`src/rtl/led_gui_menu_nav.sv`:
```
// Two-level menu navigator for the LED GUI: top item and sub-item cursors, with a
// remembered sub position per top item. Define MENU_WRAP_EN to wrap cursors at the ends.
module led_gui_menu_nav #(
    parameter int TOP_N = 3,
    parameter int SUB_N = 3,
    localparam int TW = (TOP_N > 1) ? $clog2(TOP_N) : 1,
    localparam int SW = (SUB_N > 1) ? $clog2(SUB_N) : 1
) (
    input  logic                     clk,
    input  logic                     rst,
    input  logic [3:0]               config_sig,
    output logic [TOP_N-1:0]         menu_top,
    output logic [TOP_N*SUB_N-1:0]   menu_sub,
    output logic                     level,
    output logic [TW-1:0]            top_idx,
    output logic [SW-1:0]            sub_idx,
    output logic                     sel_pulse
);

    localparam int TS = TOP_N * SUB_N;

    typedef enum logic [0:0] {
        TOP = 1'b0,
        SUB = 1'b1
    } state_t;

    state_t              state, state_nxt;
    logic [TW-1:0]       top_nxt;
    logic [SW-1:0]       sub_nxt;
    logic                mem_wr;
    logic                sel_nxt;
    logic [TOP_N-1:0]    top_oh_nxt;
    logic [TS-1:0]       sub_oh_nxt;
    int                  sub_shift;
    logic [SW-1:0]       mem [TOP_N];

    logic key_up, key_down, key_left, key_right;
    assign key_up    = config_sig[3];
    assign key_down  = config_sig[2];
    assign key_left  = config_sig[1];
    assign key_right = config_sig[0];

    function automatic logic [TW-1:0] top_dec(input logic [TW-1:0] i);
`ifdef MENU_WRAP_EN
        return (i == '0) ? TW'(TOP_N - 1) : i - TW'(1);
`else
        return (i == '0) ? i : i - TW'(1);
`endif
    endfunction

    function automatic logic [TW-1:0] top_inc(input logic [TW-1:0] i);
`ifdef MENU_WRAP_EN
        return (i == TW'(TOP_N - 1)) ? '0 : i + TW'(1);
`else
        return (i == TW'(TOP_N - 1)) ? i : i + TW'(1);
`endif
    endfunction

    function automatic logic [SW-1:0] sub_dec(input logic [SW-1:0] i);
`ifdef MENU_WRAP_EN
        return (i == '0) ? SW'(SUB_N - 1) : i - SW'(1);
`else
        return (i == '0) ? i : i - SW'(1);
`endif
    endfunction

    function automatic logic [SW-1:0] sub_inc(input logic [SW-1:0] i);
`ifdef MENU_WRAP_EN
        return (i == SW'(SUB_N - 1)) ? '0 : i + SW'(1);
`else
        return (i == SW'(SUB_N - 1)) ? i : i + SW'(1);
`endif
    endfunction

    always_ff @(posedge clk or posedge rst) begin
        if (rst) begin
            state <= TOP;
        end else begin
            state <= state_nxt;
        end
    end

    // Only the highest-priority key is acted on: left > up > down > right.
    always_comb begin
        state_nxt = state;
        top_nxt   = top_idx;
        sub_nxt   = sub_idx;
        mem_wr    = 1'b0;
        sel_nxt   = 1'b0;
        case (state)
            TOP: begin
                if (key_left) begin
                    state_nxt = TOP;
                end else if (key_up) begin
                    top_nxt = top_dec(top_idx);
                end else if (key_down) begin
                    top_nxt = top_inc(top_idx);
                end else if (key_right) begin
                    state_nxt = SUB;
                    sub_nxt   = mem[top_idx];
                end
            end
            SUB: begin
                if (key_left) begin
                    state_nxt = TOP;
                end else if (key_up) begin
                    sub_nxt = sub_dec(sub_idx);
                    mem_wr  = 1'b1;
                end else if (key_down) begin
                    sub_nxt = sub_inc(sub_idx);
                    mem_wr  = 1'b1;
                end else if (key_right) begin
                    sel_nxt = 1'b1;
                end
            end
            default: state_nxt = TOP;
        endcase
    end

    // Highlight maps are built from the next cursor so they land in the same cycle as the indices.
    always_comb begin
        top_oh_nxt = TOP_N'(1) << (TOP_N - 1 - int'(top_nxt));
        sub_shift  = (TOP_N - 1 - int'(top_nxt)) * SUB_N + (SUB_N - 1 - int'(sub_nxt));
        sub_oh_nxt = '0;
        if (state_nxt == SUB) begin
            sub_oh_nxt = TS'(1) << sub_shift;
        end
    end

    always_ff @(posedge clk or posedge rst) begin
        if (rst) begin
            top_idx   <= '0;
            sub_idx   <= '0;
            for (int i = 0; i < TOP_N; i++) begin
                mem[i] <= '0;
            end
            menu_top  <= {1'b1, {(TOP_N-1){1'b0}}};
            menu_sub  <= '0;
            sel_pulse <= 1'b0;
        end else begin
            top_idx   <= top_nxt;
            sub_idx   <= sub_nxt;
            if (mem_wr) begin
                mem[top_idx] <= sub_nxt;
            end
            menu_top  <= top_oh_nxt;
            menu_sub  <= sub_oh_nxt;
            sel_pulse <= sel_nxt;
        end
    end

    assign level = (state == SUB);

endmodule

```
`config.mk`:
```
export PLATFORM = sky130hd
export DESIGN_NAME = led_gui_menu_nav
export DESIGN_NICKNAME = d
export VERILOG_FILES = /design/src/rtl/led_gui_menu_nav.sv
export SDC_FILE = /design/constraint.sdc
export NUM_CORES = 1
export LEC_CHECK = 0
export BUFFER_PORTS_ARGS = -buffer_cell sky130_fd_sc_hd__buf_2
export CAP_MARGIN = 25
export CORE_MARGIN = 1.5
export CORE_UTILIZATION = 34
export DETAILED_ROUTE_END_ITERATION = 16
export PLACE_DENSITY = 0.51
export SLEW_MARGIN = 20
export SYNTH_ARGS = -nofsm -noshare
export SYNTH_HDL_FRONTEND = slang
export SYNTH_SLANG_ARGS = --single-unit
```
`constraint.sdc`:
```
create_clock -name clk -period 6 [get_ports clk]
set_input_delay 0.6 -clock clk [delete_from_list [all_inputs] [get_ports clk]]
set_output_delay 0.6 -clock clk [all_outputs]
set_load 0.1 [all_outputs]
```
==> results.md, run 1 <==
- PwrDens: 544 nW/µm²
- Final wirelength: 3.02 mm
- Congestion Overflow GR: 0
- Crit share post-route: 70.3%
- Mean Syn Cell Area: 11.0 µm²
- Fin Setup TNS: 0 ps
- Syn nets: 177
- Starting Density: 35.8%
- Die area: 5070 µm²
- Post-synth cell types: 36
- # nets final: 203
- ANT nets after route: 0
- Final worst slack: 1780 ps
- Setup violators final: 0
- CP Max Fanout: 9
- Gr usage total: 13.5%
- Clock Root Buffer: clkbuf_8
- Max frequency: 0.237 GHz
- Ys Warns: 0
- H-tree levels: 1
- Initial antenna violation count: 0
- Synth area leader: dfrtp_1
- Via/cell ratio: 5.02
- Clk_lat worst skew: 270 ps
- Initial detailed-routing violation count: 24
- CP startpoint kind: primary input
- Final Hold Violating Endpoints: 0
- Clock skew: 3.10 ps
- RSZ-0062 raised after global routing: false
- Post-cts resize count: 0
- Area Growth Syn to Fin: 15.2%
- Buffers on Ports: 23
- Leak pwr: 0.934 nW
- First-pass GRT wire length: 5.35 mm
- Main synth FF type: dfrtp_1
- Worst Path Arrival: 4360 ps
- Core Region: 4410 µm²
- Hold Buf Count CTS: 0
- Slew headroom: 53.6%
- Tmin final: 4220 ps
- Post-synthesis mux area share: 5.54%
- Tightest Hold Check Type: in2async
- Critical path class: in2reg
- Clock Sinks: 24
- Final GP Congestion: 0.863
- Most common cell in the netlist: ha_1
- Largest family of logic cells by synthesized area: adder cells
- Synth top cells by count: ha_1, dfrtp_1, inv_1
- CP top delay family: compound AO/OA/AOI/OAI gates
- Vias in the first global route: 1,193
- Final HPWL DP: 2.36 mm
- Final Max Slew Viols: 0
- Register bit total from synthesis: 24
- Compound-cell area share of the yosys netlist: 13.5%
- Critical path buffers and inverters: 2
- Synth top area share: 36.4%
- Seq/Total Area, Yosys: 38.1%
- CP max stage cell: or4b_4
- Number of synthesized flops with an enable pin: 0
- Ant. Diodes: 0
- Fraction of the mapped netlist area in adder cells: 22.3%
- Peak supply drop: 0.289 mV
- Row cnt: 24
- Filler cells: 431
- Post-synthesis instance total: 144
- DR WL/cell: 13.7 µm
- Req. time, crit path: 6140 ps
- Detailed Routing Iterations Pass 1: 4
- Synth Area in Simple Gates: 14.7%
- Crit. End Element: register
- DR DRC count: 0
- Post-place setup slack: 1500 ps
- Critical path's largest stage delay: 610 ps
- CTS Buffer Depth: 2
- Post-synth ARST share: 100%
- Die height: 71.2 µm
- Worst-path clk slew: 90 ps
- Die Wd: 71.2 µm
- CTS tree: done
- Total CTS buffers: 3
- Post-CTS setup buffers: 0
- DR vias: 1,110
- Post-Synth XOR/XNOR Area: 0.554%
- Max-cap viol count: 0
- Tightest Pin Transition: 696 ps
- Cell Area, Synth: 1580 µm²
- Ports: 24
- Synth area leaders: dfrtp_1, ha_1, mux2_2
- Largest net degree at the start of global routing: 25
- Status: complete, no violations
- Layout cell share with drive strength beyond 1: 26.0%
- CP cell instances: buf_2 > or4b_4 > a31oi_1 > o21ai_0 > a21o_1 > ha_1 > fa_1 > inv_1 > ha_1 > a211oi_1 > o21ai_0 > a31oi_1 > nor3_1
cell families after synthesis:
group,after synthesis
AOI/OAI and AO/OA,28
xor gates and xnor gates,1
buffers and inverters,18
DFF,24
and+or+nand+nor,38
muxes,8
adders and majority gates,27
path summary, 6_finish.rpt:
path                               start           to  slack [ps]  depth (start not counted)
max                        config_sig[3]  menu_sub[2]        1780                         13
min                                  rst  menu_sub[6]         340                          2
max reg2reg                   top_idx[0]  menu_sub[2]        1790                         13
min reg2reg                       mem[5]       mem[5]         510                          1
max in group asynchronous            rst  menu_top[2]        5120                          3
min in group clk                  mem[5]       mem[5]         510                          1
through the flow:
step | total power, mW | area, µm² | hold WS (ps) | cells | util, %
after detailed placement | 0.855 | 1730 | 493 | 216 | 39.3
after floorplan | 0.741 | 1580 | 479 | 144 | -
final | 0.990 | 1820 | 337 | 221 | 41.2
after global placement | 0.848 | 1730 | 491 | 216 | 39.3
after global routing | 1.08 | 1820 | 374 | 221 | 41.2
after CTS | 1.00 | 1810 | 514 | 220 | 40.9
report_power, final:
group	internal (mW)	switching [mW]	leakage (nW)	total, mW
Combinational	0.187	0.436	0.575	0.623
Sequential	0.192	0.0335	0.323	0.225
Clock	0.0893	0.0529	0.0357	0.142
sequential cells by signal (all words and copies together) (netlist names):
signal,count
menu_top,3
sel_pulse,1
level,1
menu_sub,9
top_idx,2
sub_idx,2
mem,6
cell type report:
cell class,count,area (µm²),share of cell area [%]
Multi-Input combinational cell,102,896,49.2
Tap cell,52,65.1,3.57
Clock buffer,3,41.3,2.27
Timing Repair Buffer,24,130,7.15
Inverter,15,56.3,3.09
Clock inverter,1,30.0,1.65
Sequential cell,24,602,33.1
layout by cell type, fill, tap and decap left out, types with 2 or more instances in the layout:
cell type / instances
mux2i_1: 2
a221oi_1: 2
nor3_1: 6
clkbuf_8: 3
ha_1: 25
fa_1: 2
nor3b_1: 2
nand2b_1: 6
nor2_1: 5
a221o_1: 2
inv_1: 15
o21ai_0: 5
o221a_2: 2
dfrtp_1: 23
a21oi_1: 7
nor4_1: 2
buf_2: 23
a31oi_1: 3
nand3_1: 2
a21o_1: 3
nand2_1: 7
mux2_2: 6
routing by layer:
layer  vias to the layer above  track usage (%)  routed length (µm)
li1                        553                -                   -
met1                       522             16.9                1360
met2                        30             22.7                1480
met3                         5             1.71                 110
met4                         0             6.92                  72
met5                         -                0                   0
Power figures use the tool's default switching activity.
==> run 2: changes to the inputs <==
==> constraint.sdc (replaced) <==
create_clock -name clk -period 4.3 [get_ports clk]
set_input_delay 0.43 -clock clk [delete_from_list [all_inputs] [get_ports clk]]
set_output_delay 0.43 -clock clk [all_outputs]
set_load 0.1 [all_outputs]
==> run 2 against run 1 <==
Against the previous run: sequential power increased by 41%; routed wire length up 3.5%; global-route usage down 0.18 points; combinational power up 44%; largest cell class unchanged; highest routed layer unchanged.
==> results.md, run 2 (synthesis gave the netlist of run 1 again) <==
- Final HPWL DP: 2.42 mm (+2.5%)
- Area occupied by multi-input gates: 896 µm² (unchanged)
- Final GP Congestion: 0.803 (-6.9%)
- Crit share post-route: 88.7%
- Worst-path clk slew: 90 ps (about the same)
- Max frequency: 0.262 GHz
- # nets final: 205 (+0.99%)
- H-tree levels: 1 (unchanged)
- Initial antenna violation count: 0 (unchanged)
- Final Hold Violating Endpoints: 0 (unchanged)
- Most frequent cells in the layout: ha_1, buf_2, dfrtp_1, inv_1
- Starting Density: 35.8% (unchanged)
- CP cell instances: inv_1 > ha_1 > nor3b_1 > a21oi_1 > o221a_2 > a21o_1 > ha_1 > fa_1 > inv_1 > ha_1 > a211oi_1 > o21ai_0 > a31oi_1 > nor4_1
- Post-cts resize count: 0 (unchanged)
- Initial detailed-routing violation count: 36 (+50%)
- Req. time, crit path: 4430 ps (-1710 ps)
- Layout cell share with drive strength beyond 1: 28.1% (+2.0 points)
- Critical path class: reg2reg
- Clock skew: 2.60 ps (-0.505 ps)
- Ports: 24 (unchanged)
- Core Region: 4410 µm² (unchanged)
- Clock Sinks: 24 (unchanged)
- Met1 Use GR: 18.5% (+1.5 points)
- Status: complete, no violations
- CP Max Fanout: 5 (-4)
- CTS Buffer Depth: 2 (unchanged)
- Worst Path Arrival: 3940 ps (-420 ps)
- DR WL/cell: 14.0 µm (+2.6%)
- CTS tree: done
- Largest Register: menu_sub
- PwrDens: 746 nW/µm² (+37%)
- Sequential Area: 604 µm² (+0.42%)
- Tmin final: 3820 ps
- Critical path's largest stage delay: 550 ps (-60 ps)
- Final worst slack: 484 ps (-1300 ps)
- Fin Setup TNS: 0 ps (unchanged)
- Die area: 5070 µm² (unchanged)
- M3 GR Usage: 1.85% (+0.14 points)
- Detailed Routing Iterations Pass 1: 4 (unchanged)
- Top Registers: menu_sub x9, mem x6, menu_top x3
- DR DRC count: 0 (unchanged)
- CP dominant cell by count: ha_1
- Via/cell ratio: 5.13 (+2.0%)
- Post-CTS setup buffers: 0 (unchanged)
- Final wirelength: 3.13 mm (+3.5%)
- Clock Root Buffer: clkbuf_8
- First-pass GRT wire length: 5.46 mm (+1.9%)
- Vias in the first global route: 1,175 (-1.5%)
- Slew headroom: 67.8% (+14 points)
- Max reg flops: 9 (unchanged)
- Filler cells: 437 (+1.4%)
- Row cnt: 24 (unchanged)
- Buffers on Ports: 23 (unchanged)
- Congestion Overflow GR: 0 (unchanged)
- Peak supply drop: 0.499 mV (+73%)
- Clk_lat worst skew: 260 ps (about the same)
- RSZ-0062 raised after global routing: false
- Die height: 71.2 µm (unchanged)
- Top Usage Layer GRT: met2
- Met2 Use GR: 22.1% (-0.62 points)
- Tightest Hold Check Type: in2async
- Ant. Diodes: 0 (unchanged)
- Max-cap viol count: 0 (unchanged)
- Area Growth Syn to Fin: 16.1%
- Crit. End Element: register
- Largest net degree at the start of global routing: 25 (unchanged)
- CP startpoint kind: register
- Gr usage total: 13.3% (-0.18 points)
- Most common cell after layout, fill and taps aside: ha_1
- Post-place setup slack: 277 ps (-1230 ps)
- Setup violators final: 0 (unchanged)
- Leak pwr: 0.939 nW (+0.54%)
- Die Wd: 71.2 µm (unchanged)
- DR vias: 1,143 (+3.0%)
- Final Max Slew Viols: 0 (unchanged)
- ANT nets after route: 0 (unchanged)
- Total CTS buffers: 3 (unchanged)
- CP max stage cell: fa_1
- Hold Buf Count CTS: 0 (unchanged)
- Tightest Pin Transition: 480 ps (-216 ps)
-- run 2: worst max-delay path: cells and delay by family, from the launching register on --
family                   cells  cell delay (ps)
adder cells (fa/ha/maj)      4             1320
AND/OR/NAND/NOR              2              310
AO/OA/AOI/OAI                6             1460
buffers and inverters        2              160
flip-flops                   1              440
-- run 2: area by class of cell --
cell class                 count  area share, %
sequential                    24           32.9
clock buffer                   4           3.00
inverter                      15           3.07
multi-input combinational    102           48.8
timing repair buffer          26           8.59
tap                           52           3.55
-- run 2: final timing paths --
| kind | slack (ps) | startpoint | endpoint | depth (start not counted) |
|---|---|---|---|---|
| worst min register to register | 520 | mem[5] | mem[5] | 1 |
| worst max register to register | 480 | sub_idx[0] | menu_sub[8] | 14 |
| worst min-delay path | 110 | rst | menu_sub[3] | 2 |
| min in group clk | 520 | mem[5] | mem[5] | 1 |
| max in group asynchronous | 3690 | rst | menu_top[2] | 3 |
| worst max-delay path | 480 | sub_idx[0] | menu_sub[8] | 14 |
-- run 2: layer usage --
metal | routed length, µm | up-vias
li1 | - | 562
met1 | 1490 | 547
met2 | 1490 | 32
met3 | 131 | 2
met4 | 18 | 0
met5 | 0 | -
-- run 2: metrics by stage --
stage	util (%)	hold slack, ps	instances	total power [mW]	cell area [µm²]
after floorplan	-	444	144	1.03	1580
after global placement	39.7	492	218	1.20	1750
after detailed placement	39.7	499	218	1.22	1750
after CTS	40.9	401	222	1.38	1810
after global routing	41.6	141	223	1.48	1830
final	41.6	115	223	1.37	1830
-- run 2: where the power goes --
part	total [mW]	internal [mW]	switching [mW]
clock network	0.153	0.0816	0.0718
registers	0.318	0.269	0.0488
logic	0.897	0.282	0.615
==> run 3: changes to the inputs <==
==> constraint.sdc (replaced) <==
create_clock -name clk -period 4 [get_ports clk]
set_input_delay 0.4 -clock clk [delete_from_list [all_inputs] [get_ports clk]]
set_output_delay 0.4 -clock clk [all_outputs]
set_load 0.1 [all_outputs]
==> run 3 against run 2 <==
Against the previous run: clock-buffer cell count decreased by 1; via count increased by 0.61%; fmax increased by 1.6%; core utilization increased by 1.4 points; cell count increased by 0.45%; flip-flop and latch count unchanged; first-iteration DRC count increased by 31%; routed wire length increased by 5.6%; design area increased by 3.3%.
==> results.md, run 3 (synthesis gave the netlist of run 1 again) <==
- H-tree levels: 1 (unchanged)
- Filler cells: 433 (-0.92%)
- Reg2Reg Depth: 15 (+1)
- Congestion Overflow GR: 0 (unchanged)
- Slew headroom: 67.5% (-0.33 points)
- Critical path's largest stage delay: 540 ps (about the same)
- Die Wd: 71.2 µm (unchanged)
- Hold Buf Count CTS: 0 (unchanged)
- Final wirelength: 3.30 mm (+5.6%)
- Final GP Congestion: 0.776 (-3.4%)
- Total CTS buffers: 3 (unchanged)
- Top Registers: menu_sub x9, mem x6, menu_top x3
- Sequential Area: 613 µm² (+1.4%)
- Worst Path Arrival: 3930 ps (about the same)
- CP max stage cell: fa_1
- Core Region: 4410 µm² (unchanged)
- Initial antenna violation count: 0 (unchanged)
- Clk_lat worst skew: 270 ps (about the same)
- Gr usage total: 14.1% (+0.81 points)
- CP Max Fanout: 8 (+3)
- Layout cell share with drive strength beyond 1: 33.7% (+5.7 points)
- Die height: 71.2 µm (unchanged)
- Worst r2r src: sub_idx[0]
- Tightest Hold Check Type: in2async
- Clock Root Buffer: clkbuf_8
- Max-cap viol count: 0 (unchanged)
- Initial detailed-routing violation count: 47 (+31%)
- Final Max Slew Viols: 0 (unchanged)
- Crit share post-route: 93.9% (+5.2 points)
- Core Util, Final: 42.9% (+1.4 points)
- Area occupied by multi-input gates: 936 µm² (+4.5%)
- Layout Cells excl Fill: 224 (+0.45%)
- Most common cell after layout, fill and taps aside: ha_1
- CTS Buffer Depth: 2 (unchanged)
- ANT nets after route: 0 (unchanged)
- Largest net degree at the start of global routing: 25 (unchanged)
- Row cnt: 24 (unchanged)
- RR Endpoint: menu_sub[4]
- First-pass GRT wire length: 5.73 mm (+4.9%)
- DR WL/cell: 14.7 µm (+5.1%)
- Clock Sinks: 24 (unchanged)
- Area Growth Syn to Fin: 19.9%
- Starting Density: 35.8% (unchanged)
- Buffers on Ports: 23 (unchanged)
- Status: complete, no violations
- Final HPWL DP: 2.46 mm (+1.7%)
- Tmin final: 3760 ps (-60.2 ps)
- RSZ-0062 raised after global routing: false
- Ports: 24 (unchanged)
- Hold_ws: 134 ps (+19.1 ps)
- Worst-path clk slew: 90 ps (about the same)
- Fin Setup TNS: 0 ps (unchanged)
- Clock skew: 5.80 ps (+3.21 ps)
- Final Hold Violating Endpoints: 0 (unchanged)
- CP startpoint kind: register
- Ant. Diodes: 0 (unchanged)
- # nets final: 206 (+0.49%)
- Most frequent cells in the layout: ha_1, buf_2, dfrtp_1, inv_1
- Tightest Pin Transition: 487 ps (+6.69 ps)
- Placed Cells incl. Taps: 219 (+0.46%)
- Req. time, crit path: 4180 ps (-250 ps)
- Register-to-register setup slack: 240 ps (-240 ps)
- Largest Register: menu_sub
- Crit. End Element: register
- Critical path class: reg2reg
- CP cell instances: inv_1 > ha_1 > nor3b_1 > a21oi_1 > o221a_2 > a21o_1 > ha_2 > fa_1 > inv_1 > ha_1 > a211oi_2 > buf_4 > a2bb2oi_4 > nand3_4 > nor4_4
- DR vias: 1,150 (+0.61%)
- Via/cell ratio: 5.13 (+0.16%)
- Detailed Routing Iterations Pass 1: 4 (unchanged)
- CTS tree: done
- Max frequency: 0.266 GHz (+1.6%)
- Die area: 5070 µm² (unchanged)
- Vias in the first global route: 1,177 (+0.17%)
- DR DRC count: 0 (unchanged)
- Setup violators final: 0 (unchanged)
- Max reg flops: 9 (unchanged)
run 3: changes by cell type in the layout (fill, tap and decap cells not counted), sizes merged:
cell and change:
bufinv +1, buf +1, clkbuf -1
run 3: worst max path at each step:
stage                        from           to  cells past startpoint
floorplan              sub_idx[0]  menu_sub[0]                     14
global placement    config_sig[3]  menu_sub[8]                     14
detailed placement  config_sig[3]  menu_sub[4]                     14
CTS                    sub_idx[0]  menu_sub[4]                     15
global route           sub_idx[0]  menu_sub[4]                     15
finish                 sub_idx[0]  menu_sub[4]                     15
run 3: layout make-up:
class | count | area share, %
Clock inverter | 1 | 1.59
Timing Repair Buffer | 27 | 8.06
Sequential cell | 24 | 32.4
Tap cell | 52 | 3.43
Multi-Input combinational cell | 102 | 49.4
Inverter | 15 | 2.97
Clock buffer | 3 | 2.18
run 3: per-layer routing:
| metal | GRT usage (%) | wire length, µm |
|---|---|---|
| met1 | 19.9 | 1570 |
| met3 | 3.99 | 168 |
| met5 | 0 | 0 |
| met4 | 2.94 | 20 |
| met2 | 21.8 | 1540 |
run 3: stage by stage:
| stage | setup WS [ps] | instance area (µm²) |
|---|---|---|
| floorplan | 10.2 | 1590 |
| global placement | 115 | 1770 |
| detailed placement | 13.2 | 1770 |
| CTS | 61.3 | 1840 |
| global route | 18.6 | 1890 |
| finish | 244 | 1890 |
run 3: timing repair:
action | 4_1_cts | 5_1_grt
setup buffers | 0 | 0
gates resized for setup | 0 | 8
setup endpoints to repair | 0 | 9
run 3: worst max-delay path, delay by kind of cell, from the launching register on:
| family | cells | cell delay [ps] |
|---|---|---|
| buf+inv | 3 | 340 |
| compound gates | 5 | 940 |
| fa+ha+maj | 4 | 1310 |
| simple gates | 3 | 580 |
| flops | 1 | 500 |
Power of run 3 is left out: the tool's default activity adds up to more than one toggle a clock period on the data nets, which glitch-free logic cannot reach.
